--- src/rtl/slice_pkg.sv ---
// Shared definitions for the slice event interface (generator and counter side).
package slice_pkg;

    localparam int SLICE_MAX = 16;
    localparam int SLICE_W   = 5;
    localparam int PHASE_W   = 4;

    typedef enum logic [1:0] {
        ST_IDLE  = 2'd0,
        ST_PULSE = 2'd1,
        ST_GAP   = 2'd2,
        ST_DONE  = 2'd3
    } slice_gen_state_t;

    // Requested counts above SLICE_MAX saturate rather than wrap.
    function automatic logic [SLICE_W-1:0] clamp_count(input logic [SLICE_W-1:0] c);
        return (c > SLICE_W'(SLICE_MAX)) ? SLICE_W'(SLICE_MAX) : c;
    endfunction

endpackage

--- src/rtl/slice_phase_timer.sv ---
// Loadable 4-bit down-counter timing the pulse and gap phases.
// A load of length L makes last_o high on the L-th cycle after the load edge.
module slice_phase_timer
    import slice_pkg::*;
(
    input  logic               clk,
    input  logic               rst,
    input  logic               load_i,
    input  logic [PHASE_W-1:0] len_i,
    output logic               last_o
);

    logic [PHASE_W-1:0] cnt_q;

    // Reload to len-1 on phase entry, then count down and rest at zero.
    always_ff @(posedge clk) begin
        if (rst) begin
            cnt_q <= '0;
        end else if (load_i) begin
            cnt_q <= len_i - PHASE_W'(1);
        end else if (cnt_q != '0) begin
            cnt_q <= cnt_q - PHASE_W'(1);
        end
    end

    assign last_o = (cnt_q == '0);

endmodule

--- src/rtl/slice_pulse_gen.sv ---
// Slice pulse generator: emits a requested number of slice pulses with a
// programmable high time and gap, then a one-cycle done strobe.
// Optional macro SLICE_GEN_ABORT_EN adds abort_i to cut a transaction short.
//
// state    | meaning
// ---------+-------------------------------------------------------------
// ST_IDLE  | ready for a new request, slice low
// ST_PULSE | slice high for PULSE_CYCLES, counted on its last cycle
// ST_GAP   | slice low for GAP_CYCLES between pulses
// ST_DONE  | one-cycle done strobe, then back to idle
module slice_pulse_gen
    import slice_pkg::*;
#(
    parameter int PULSE_CYCLES = 1,
    parameter int GAP_CYCLES   = 4
) (
    input  logic               clk,
    input  logic               rst,
    input  logic               start_i,
    input  logic [SLICE_W-1:0] count_i,
`ifdef SLICE_GEN_ABORT_EN
    input  logic               abort_i,
`endif
    output logic               ready_o,
    output logic               slice_o,
    output logic [SLICE_W-1:0] sent_o,
    output logic               done_o
);

    localparam logic [PHASE_W-1:0] PULSE_LEN = PHASE_W'(PULSE_CYCLES);
    localparam logic [PHASE_W-1:0] GAP_LEN   = PHASE_W'(GAP_CYCLES);

    slice_gen_state_t   state_q, state_d;
    logic [SLICE_W-1:0] target_q, target_d;
    logic [SLICE_W-1:0] sent_q, sent_d;
    logic [SLICE_W-1:0] req_count;
    logic [SLICE_W-1:0] sent_inc;
    logic               ready_q, slice_q, done_q;
    logic               phase_load;
    logic [PHASE_W-1:0] phase_len;
    logic               phase_last;
    logic               abort_req;

    slice_phase_timer u_phase_timer (
        .clk    (clk),
        .rst    (rst),
        .load_i (phase_load),
        .len_i  (phase_len),
        .last_o (phase_last)
    );

    assign req_count = clamp_count(count_i);
    assign sent_inc  = sent_q + SLICE_W'(1);

    // Next-state, target/sent updates and phase timer reloads.
    always_comb begin
        state_d    = state_q;
        target_d   = target_q;
        sent_d     = sent_q;
        phase_load = 1'b0;
        phase_len  = PULSE_LEN;
        abort_req  = 1'b0;
`ifdef SLICE_GEN_ABORT_EN
        abort_req  = abort_i;
`endif
        case (state_q)
            ST_IDLE: begin
                if (start_i) begin
                    target_d = req_count;
                    sent_d   = '0;
                    if (req_count == '0) begin
                        state_d = ST_DONE;
                    end else begin
                        state_d    = ST_PULSE;
                        phase_load = 1'b1;
                        phase_len  = PULSE_LEN;
                    end
                end
            end
            ST_PULSE: begin
                // A completing pulse takes priority over abort so it is counted.
                if (phase_last) begin
                    sent_d = sent_inc;
                    if (sent_inc == target_q) begin
                        state_d = ST_DONE;
                    end else begin
                        state_d    = ST_GAP;
                        phase_load = 1'b1;
                        phase_len  = GAP_LEN;
                    end
                end else if (abort_req) begin
                    state_d = ST_DONE;
                end
            end
            ST_GAP: begin
                if (abort_req) begin
                    state_d = ST_DONE;
                end else if (phase_last) begin
                    state_d    = ST_PULSE;
                    phase_load = 1'b1;
                    phase_len  = PULSE_LEN;
                end
            end
            ST_DONE: begin
                state_d = ST_IDLE;
            end
            default: begin
                state_d = ST_IDLE;
            end
        endcase
    end

    // State, counters and outputs registered from the next state so the
    // interface pins come straight off flops.
    always_ff @(posedge clk) begin
        if (rst) begin
            state_q  <= ST_IDLE;
            target_q <= '0;
            sent_q   <= '0;
            ready_q  <= 1'b1;
            slice_q  <= 1'b0;
            done_q   <= 1'b0;
        end else begin
            state_q  <= state_d;
            target_q <= target_d;
            sent_q   <= sent_d;
            ready_q  <= (state_d == ST_IDLE);
            slice_q  <= (state_d == ST_PULSE);
            done_q   <= (state_d == ST_DONE);
        end
    end

    assign ready_o = ready_q;
    assign slice_o = slice_q;
    assign sent_o  = sent_q;
    assign done_o  = done_q;

endmodule

--- config.mk ---
export PLATFORM = sky130hd
export DESIGN_NAME = slice_pulse_gen
export DESIGN_NICKNAME = d
export VERILOG_FILES = /design/src/rtl/slice_pkg.sv /design/src/rtl/slice_phase_timer.sv /design/src/rtl/slice_pulse_gen.sv
export SDC_FILE = /design/constraint.sdc
export NUM_CORES = 1
export LEC_CHECK = 0
export ABC_AREA = 1
export BUFFER_PORTS_ARGS = -buffer_cell sky130_fd_sc_hd__buf_4
export CORE_MARGIN = 2
export CORE_UTILIZATION = 35
export DETAILED_ROUTE_END_ITERATION = 6
export PLACE_DENSITY = 0.57
export SYNTH_ARGS = -nofsm -noshare
export SYNTH_HDL_FRONTEND = slang
export SYNTH_HIERARCHICAL = 1
export SYNTH_SLANG_ARGS = --single-unit
--- constraint.sdc ---
create_clock -name clk -period 4.2 [get_ports clk]
set_clock_uncertainty 0.05 [all_clocks]
set_input_delay 0.42 -clock clk [delete_from_list [all_inputs] [get_ports clk]]
set_output_delay 0.42 -clock clk [all_outputs]
set_load 0.1 [all_outputs]
== Yosys cells after proc, flatten, opt, wreduce, memory -nomap -nowiden ==
Cells that the tools add are included.
Word-level totals
  register bits after elaboration: 19
  input port bits: 8
  output and inout port bits: 8
Cells by class
  $add $sub $neg: 3
  magnitude comparators: 1
  equality and inequality tests: 8
  muxes and demuxes: 21
  reductions and logical operators: 9
Operator list (number)
  $mux 5: 3
  $pmux 5 s2: 1
  $mux 3: 3
  $mux 2: 4
  $mux 4: 2
  $pmux 2 s4: 1
  $eq 2x2->1 const B: 3
  $mux 1: 6
  $add 5x1->5 const B: 1
  $eq 5x5->1: 1
  $gt 5x5->1 const B: 1
  $logic_not 5->1: 1
  $eq 2x1->1 const B: 2
  $logic_not 2->1: 2
  $logic_not 4->1: 1
  $ne 2x2->1 const B: 2
  $reduce_bool 2->1: 2
  $reduce_bool 4->1: 1
  $sub 3x1->4 const B: 1
  $sub 4x1->4 const B: 1
  $pmux 1 s3: 1
  $reduce_and 3->1: 1
  $reduce_and 2->1: 1

== Depth between registers and ports, before layout ==
Gate-level depths: netlist of run 1.
  depth in word-level cells: 7
  gate-level depth with buffers: 18
  mapped depth without buffers: 18

== Cells and area by module ==
Netlist of run 1, hierarchy kept.
Modules (own cells, without submodules)
  slice_pulse_gen: instances 1, cells each 126, area each 792.0 µm², seq. area each 300.3 µm²
  slice_phase_timer: instances 1, cells each 45, area each 260.2 µm², seq. area each 80.1 µm²

== Worst setup path after synthesis of run 1 ==
Ideal clock, no wire load.
  path type: reg2reg
  from: register sent_q[0] (netlist: sent_o[0])
  to: register u_phase_timer.cnt_q[2]
  setup time: 70 ps
  arrival time: 2935 ps
  path slack: 1145 ps
  stages on the path, launching flop included: 16
  buffers on the path: 0
  clock period less this slack: 3055 ps
  path through: dfxtp_1 ha_1 nand3_1 nand2_1 nand3_1 nand2_1 nor2_1 nand2_1 nand3_1 o211ai_1 inv_2 nand2_1 nand2_1 ha_1 or2_0 a21oi_1
On the way
  cells in the longest elaborated chain, start to end: 7
  elaborated cells between the ends (all ways): 11
  classes of those cells: 2 x add/sub; 1 x eq/ne; 7 x mux; 1 x reduce/logical
RTL lines
  from (decl): line slice_pulse_gen.sv:35  | logic [SLICE_W-1:0] sent_q, sent_d;
  from (signal assigned): line slice_pulse_gen.sv:126  | sent_q <= sent_d;
  $add 5x1->5: line slice_pulse_gen.sv:53  | assign sent_inc = sent_q + SLICE_W'(1);
  $eq 5x5->1: line slice_pulse_gen.sv:84  | if (sent_inc == target_q) begin
  $mux 3: line slice_pulse_gen.sv:84
  $mux 3: line slice_pulse_gen.sv:82  | if (phase_last) begin
  $mux 3
  named net phase_len[0]: line slice_pulse_gen.sv:40  | logic [PHASE_W-1:0] phase_len;
  $sub 3x1->4: line slice_phase_timer.sv:20  | cnt_q <= len_i - PHASE_W'(1);
  $mux 4: line slice_phase_timer.sv:19  | end else if (load_i) begin
  to (signal assigned): line slice_phase_timer.sv:20
  to (signal assigned): line slice_phase_timer.sv:22  | cnt_q <= cnt_q - PHASE_W'(1);
  to (decl): line slice_phase_timer.sv:13  | logic [PHASE_W-1:0] cnt_q;
The timed path passes the listed nets, and every way through them passes these cells.
A chain may end at the register's enable or synchronous reset.

== Final worst setup path of run 1 ==
Same ends and word-level chain as after synthesis.

==> results of run 1 <==
state kept, by name (all words and copies together), names as in the netlist:
| register | flops |
|---|---|
| sent_o | 5 |
| target_q | 5 |
| u_phase_timer/cnt_q | 4 |
| state_q | 2 |
| done_o | 1 |
| ready_o | 1 |
| slice_o | 1 |
placed cells by master (no fill, tap or decap):
cell | synthesis | final
nand4_1 | 5 | 5
or2_0 | 1 | 1
o211ai_1 | 1 | 1
nand3_1 | 13 | 13
nand2_2 | 4 | 4
buf_4 | 0 | 15
a21o_1 | 1 | 1
conb_1 | 1 | 2
clkbuf_1 | 1 | 1
a21oi_1 | 12 | 12
inv_2 | 3 | 3
nand2_1 | 47 | 47
nor2_2 | 1 | 1
nor4_1 | 1 | 1
clkbuf_4 | 0 | 3
ha_1 | 2 | 2
dfxtp_1 | 19 | 19
inv_1 | 31 | 31
nor2_1 | 21 | 21
o21ai_0 | 6 | 6
power by group:
| part | switching [mW] | internal [mW] |
|---|---|---|
| logic | 0.273 | 0.112 |
| clock network | 0.0561 | 0.0369 |
| registers | 0.0267 | 0.221 |
| total | 0.356 | 0.370 |
final timing paths:
kind / endpoint / from / cells past startpoint / slack, ps
max: u_phase_timer/cnt_q[2]$_SDFFE_PP0P_ / sent_o[0]$_SDFFE_PP0P_ / 15 / 1600
min: sent_o[3]$_SDFFE_PP0P_ / rst / 2 / 280
max reg2reg: u_phase_timer/cnt_q[2]$_SDFFE_PP0P_ / sent_o[0]$_SDFFE_PP0P_ / 15 / 1600
min reg2reg: target_q[2]$_SDFFE_PP0P_ / target_q[2]$_SDFFE_PP0P_ / 2 / 430
cells by family after synthesis:
| group | count (synthesis) | synth area share |
|---|---|---|
| flip-flops | 19 | 0.361 |
| AND/OR/NAND/NOR | 93 | 0.376 |
| AO/OA/AOI/OAI | 20 | 0.0999 |
| buffers and inverters | 36 | 0.136 |
| adder cells (fa/ha/maj) | 2 | 0.0238 |
| other | 1 | 0.00356 |
metrics by stage:
step	cells	hold WS [ps]	setup slack, ps	instance area [µm²]	utilization
2_1_floorplan	172	393	1150	1060	-
3_3_place_gp	216	413	1770	1190	0.425
3_5_place_dp	216	416	1650	1190	0.425
4_1_cts	220	277	1610	1220	0.434
5_1_grt	220	266	1260	1220	0.434
6_report	220	278	1600	1220	0.434
layer usage:
metal | wire length (µm) | vias to the layer above
met2 | 942 | 20
met5 | 0 | -
li1 | - | 562
met1 | 1060 | 442
met3 | 101 | 2
met4 | 14 | 0
layout make-up:
cell class	instances	area (µm²)
Sequential cell	19	380
Tap cell	31	38.8
Clock buffer	4	26.3
Timing Repair Buffer	15	113
Inverter	34	128
Fill cell	308	1590
Multi-Input combinational cell	117	533
==> metrics.cfg, run 1 <==
[global_routing]
grt_max_degree=13
track_usage=0.137
antenna_found_initial=0
grt_pass1_vias=916
grt_first_pass_wirelength_um=3750
grt_use_met1=0.178
grt-ovfl-total=0
grt_util_met3=0.0176
top_usage_layer=met2
grtUsageMet2=0.227

[timing]
post-route-period-util=0.619
final-setup-viol-count=0
setup_tns_ps=0
slew_headroom=0.578
fmax_ghz=0.385
slew_violations=0
final-hold-violation-count=0
rsz0062_at_grt=false
worst_pin_slew_ps=627
fin_crit_ps=2600

[yosys]
post-synth-top-count-cell=nand2_1
ys.flop_type=dfxtp_1
synth-seq-area-share=0.361
synthTopCellsByArea=dfxtp_1 (36%), nand2_1 (17%), inv_1 (11%)
synth_edf_count=0
synth_commonest_cells=nand2_1 (47), inv_1 (31), nor2_1 (21), dfxtp_1 (19), nand3_1 (13)
yosysWarningCount=6
syn-mean-instance-area_um2=6.15
synth_area_um2=1050
synthCells=171
yosys.area.top_type=dfxtp_1
ys_async_sr_fraction=0
synth_cell_type_count=19
synth_top_area_share=0.361
synth_seq_cells=19

[routing]
drtIter0Drc=26
vias=1026
ant_nets=0
vias_per_cell=4.66
routed_wl_um=2120
dr.pass1.iters=6
avgRoutedWirePerCell_um=9.65
drc=2

[finish]
antenna_cells=0
fin_nets=200
drive_gt1_frac=0.138
areaGrowthSynthToFinish_pct=15.8

[worst_setup_path]
max_stage_delay_ps=470
crit_arrival_ps=2780
path_buf_inv=1
start_kind=flop
required_ps=4380
critPathCaptureType=flop
critPathSlowestCell=dfxtp_1
crit_family=simple AND/OR/NAND/NOR gates
crit_chain=ha_1 > nand3_1 > nand2_1 > nand3_1 > nand2_1 > nor2_1 > nand2_1 > nand3_1 > o211ai_1 > inv_2 > nand2_1 > nand2_1 > ha_1 > or2_0 > a21oi_1
cp_max_fo=7
crit_top_cell=nand2_1
critPathKind=flop to flop

[floorplanning]
die_x_um=58.8
start_util=0.375
core_area_um2=2810
fp.dieArea_um2=3460
io_pins=16
fp-row-count=19
die_height_um=58.8

[clock_tree]
cts.path.max_buffers=2
cts.sinks=19
insertion_delay_ps=300
cts-buffers-inserted=3
cts-root-buf=clkbuf_4
cts_resized=0
tritoncts=done
cts_setup_buffers=0
postCtsHoldBufs=0
htree_levels=1
clk_pin_slew_ps=110

[outcome]
status=complete, but fails checks
violations=design-rule violations

[pwr]
p_per_area_nw_per_um2=596
leakagePower_nw=0.623
total_power_uw=726
vdd_ir_drop_max_uv=406

[hold_path]
worstHoldPathType=primary input to flop

[place]
io_buffers=15
hpwl_um=1680
gpl.final_weighted_congestion=0.871

[job]
cap_violations=0

Power figures use the tool's default switching activity.
==> run 2, diff against run 1 <==
==> constraint.sdc (replaced) <==
create_clock -name clk -period 2.6 [get_ports clk]
set_clock_uncertainty 0.05 [all_clocks]
set_input_delay 0.26 -clock clk [delete_from_list [all_inputs] [get_ports clk]]
set_output_delay 0.26 -clock clk [all_outputs]
set_load 0.1 [all_outputs]
==> metrics.cfg, run 2 (synthesis results as in run 1) <==
[clock_tree]
cts.path.max_buffers=2  ; unchanged
cts.sinks=19  ; unchanged
cts-root-buf=clkbuf_4  ; unchanged
tritoncts=done  ; unchanged
postCtsHoldBufs=0  ; unchanged
cts-buffers-inserted=3  ; unchanged
insertion_delay_ps=300  ; about the same
clk_pin_slew_ps=110  ; about the same
htree_levels=1  ; unchanged

[routing]
vias=1023  ; was 1026
drtIter0Drc=71  ; was 26
drc=2  ; unchanged
vias_per_cell=4.57  ; was 4.66
dr.pass1.iters=6  ; unchanged
avgRoutedWirePerCell_um=9.59  ; was 9.65 µm
routed_wl_um=2150  ; was 2120 µm
ant_nets=0  ; unchanged

[pwr]
p_sw_uw=584  ; was 356 µW
swShare=0.478  ; was 0.491
p_per_area_nw_per_um2=958  ; was 596 nW/µm²
vdd_ir_drop_max_uv=509  ; was 406 µV
clockPowerShare=0.123  ; was 0.128
leakagePower_nw=0.645  ; was 0.623 nW
p_int_uw=640  ; was 370 µW
power_frac_seq=0.328  ; was 0.342
combPwrFrac=0.549  ; was 0.530

[timing]
setup_tns_ps=0  ; unchanged
final-hold-violation-count=0  ; unchanged
fin_crit_ps=2330  ; was 2600 ps
slew_violations=0  ; unchanged
post-route-period-util=0.897  ; was 0.619
final-setup-viol-count=0  ; unchanged
fmax_ghz=0.429  ; was 0.385 GHz
fin_ws_ps=268  ; was 1600 ps

[floorplanning]
core_area_um2=2810  ; unchanged
die_x_um=58.8  ; unchanged
fp.dieArea_um2=3460  ; unchanged
io_pins=16  ; unchanged
die_height_um=58.8  ; unchanged
fp-row-count=19  ; unchanged
start_util=0.375  ; unchanged

[global_routing]
antenna_found_initial=0  ; unchanged
grt_first_pass_wirelength_um=3580  ; was 3750 µm
grt-ovfl-total=0  ; unchanged
track_usage=0.135  ; was 0.137
grt_pass1_vias=837  ; was 916
grt_max_degree=13  ; unchanged

[worst_setup_path]
cp_max_fo=6  ; was 7
required_ps=2790  ; was 4380 ps
start_kind=flop  ; unchanged
critPathCaptureType=flop  ; unchanged
critPathKind=flop to flop  ; unchanged
crit_arrival_ps=2520  ; was 2780 ps
rrSetupSlack_ps=270  ; was 1600 ps

[finish]
fin_nets=204  ; was 200
instances_no_fill=224  ; was 220
fin_util=0.455  ; was 0.434
areaGrowthSynthToFinish_pct=21.4  ; was 15.8%
layout_common_cells=nand2_1 (47), inv_1 (31), nor2_1 (21)  ; unchanged
drive_gt1_frac=0.192  ; was 0.138
final_common_cell=nand2_1  ; unchanged
antenna_cells=0  ; unchanged

[hold_path]
worstHoldPathType=primary input to flop  ; unchanged

[place]
gpl.final_weighted_congestion=0.775  ; was 0.871
placedCellCount=217  ; was 216
dp_slack_ps=199  ; was 1650 ps
hpwl_um=1650  ; was 1680 µm
io_buffers=15  ; unchanged

[outcome]
violations=design-rule violations  ; unchanged
status=complete, but fails checks  ; unchanged

[job]
cap_violations=0  ; unchanged

[run 2: critical path, stage by stage (launching register included)]
cell and delay [ps]:
dfxtp_4 380, ha_4 270, inv_1 30, nand2_1 40
nand2_1 40, nor2_1 80, nand3_1 70, nor2_1 80
nand2_1 90, nand3_2 90, o211ai_1 190, inv_2 160
nand2_1 60, nand2_1 70, inv_1 50, ha_1 190
or2_0 210, a21oi_1 110
[run 2: cell type report]
class                      count  area [µm²]
multi-input combinational    117         551
fill                         305        1530
inverter                      34         128
timing repair buffer          19         143
tap                           31        38.8
clock buffer                   4        26.3
sequential                    19         392
[run 2: power groups by stage]
stage,Sequential [mW],Clock [mW],Combinational [mW]
2_1_floorplan,0.541,0,0.367
3_3_place_gp,0.407,0,0.632
3_5_place_dp,0.408,0,0.635
4_1_cts,0.403,0.161,0.636
5_1_grt,0.410,0.175,0.751
6_report,0.401,0.151,0.672
[run 2: final timing paths]
kind,startpoint,endpoint,depth (start not counted)
setup / recovery,sent_o[1]$_SDFFE_PP0P_,u_phase_timer/cnt_q[2]$_SDFFE_PP0P_,17
setup reg to reg,sent_o[1]$_SDFFE_PP0P_,u_phase_timer/cnt_q[2]$_SDFFE_PP0P_,17
hold / removal,rst,sent_o[4]$_SDFFE_PP0P_,2
hold reg to reg,sent_o[4]$_SDFFE_PP0P_,sent_o[4]$_SDFFE_PP0P_,2
[run 2: stage by stage]
stage	hold WS [ps]	area (µm²)	power (mW)
finish	130	1280	1.22
global route	109	1280	1.34
CTS	121	1240	1.20
detailed placement	418	1210	1.04
global placement	415	1210	1.04
floorplan	269	1070	0.908
[run 2: per-layer routing]
layer / global-route usage / vias to the layer above / wire length (µm)
met5: 0 / - / 0
met1: 0.181 / 433 / 1080
met4: 0.0422 / 0 / 12
li1: - / 568 / -
met2: 0.208 / 20 / 954
met3: 0.0396 / 2 / 100
[run 2: timing repair]
action,CTS,global route
buffers inserted,0,3
setup endpoints to repair,0,1
resized for setup,0,2
hold endpoints to repair,0,0
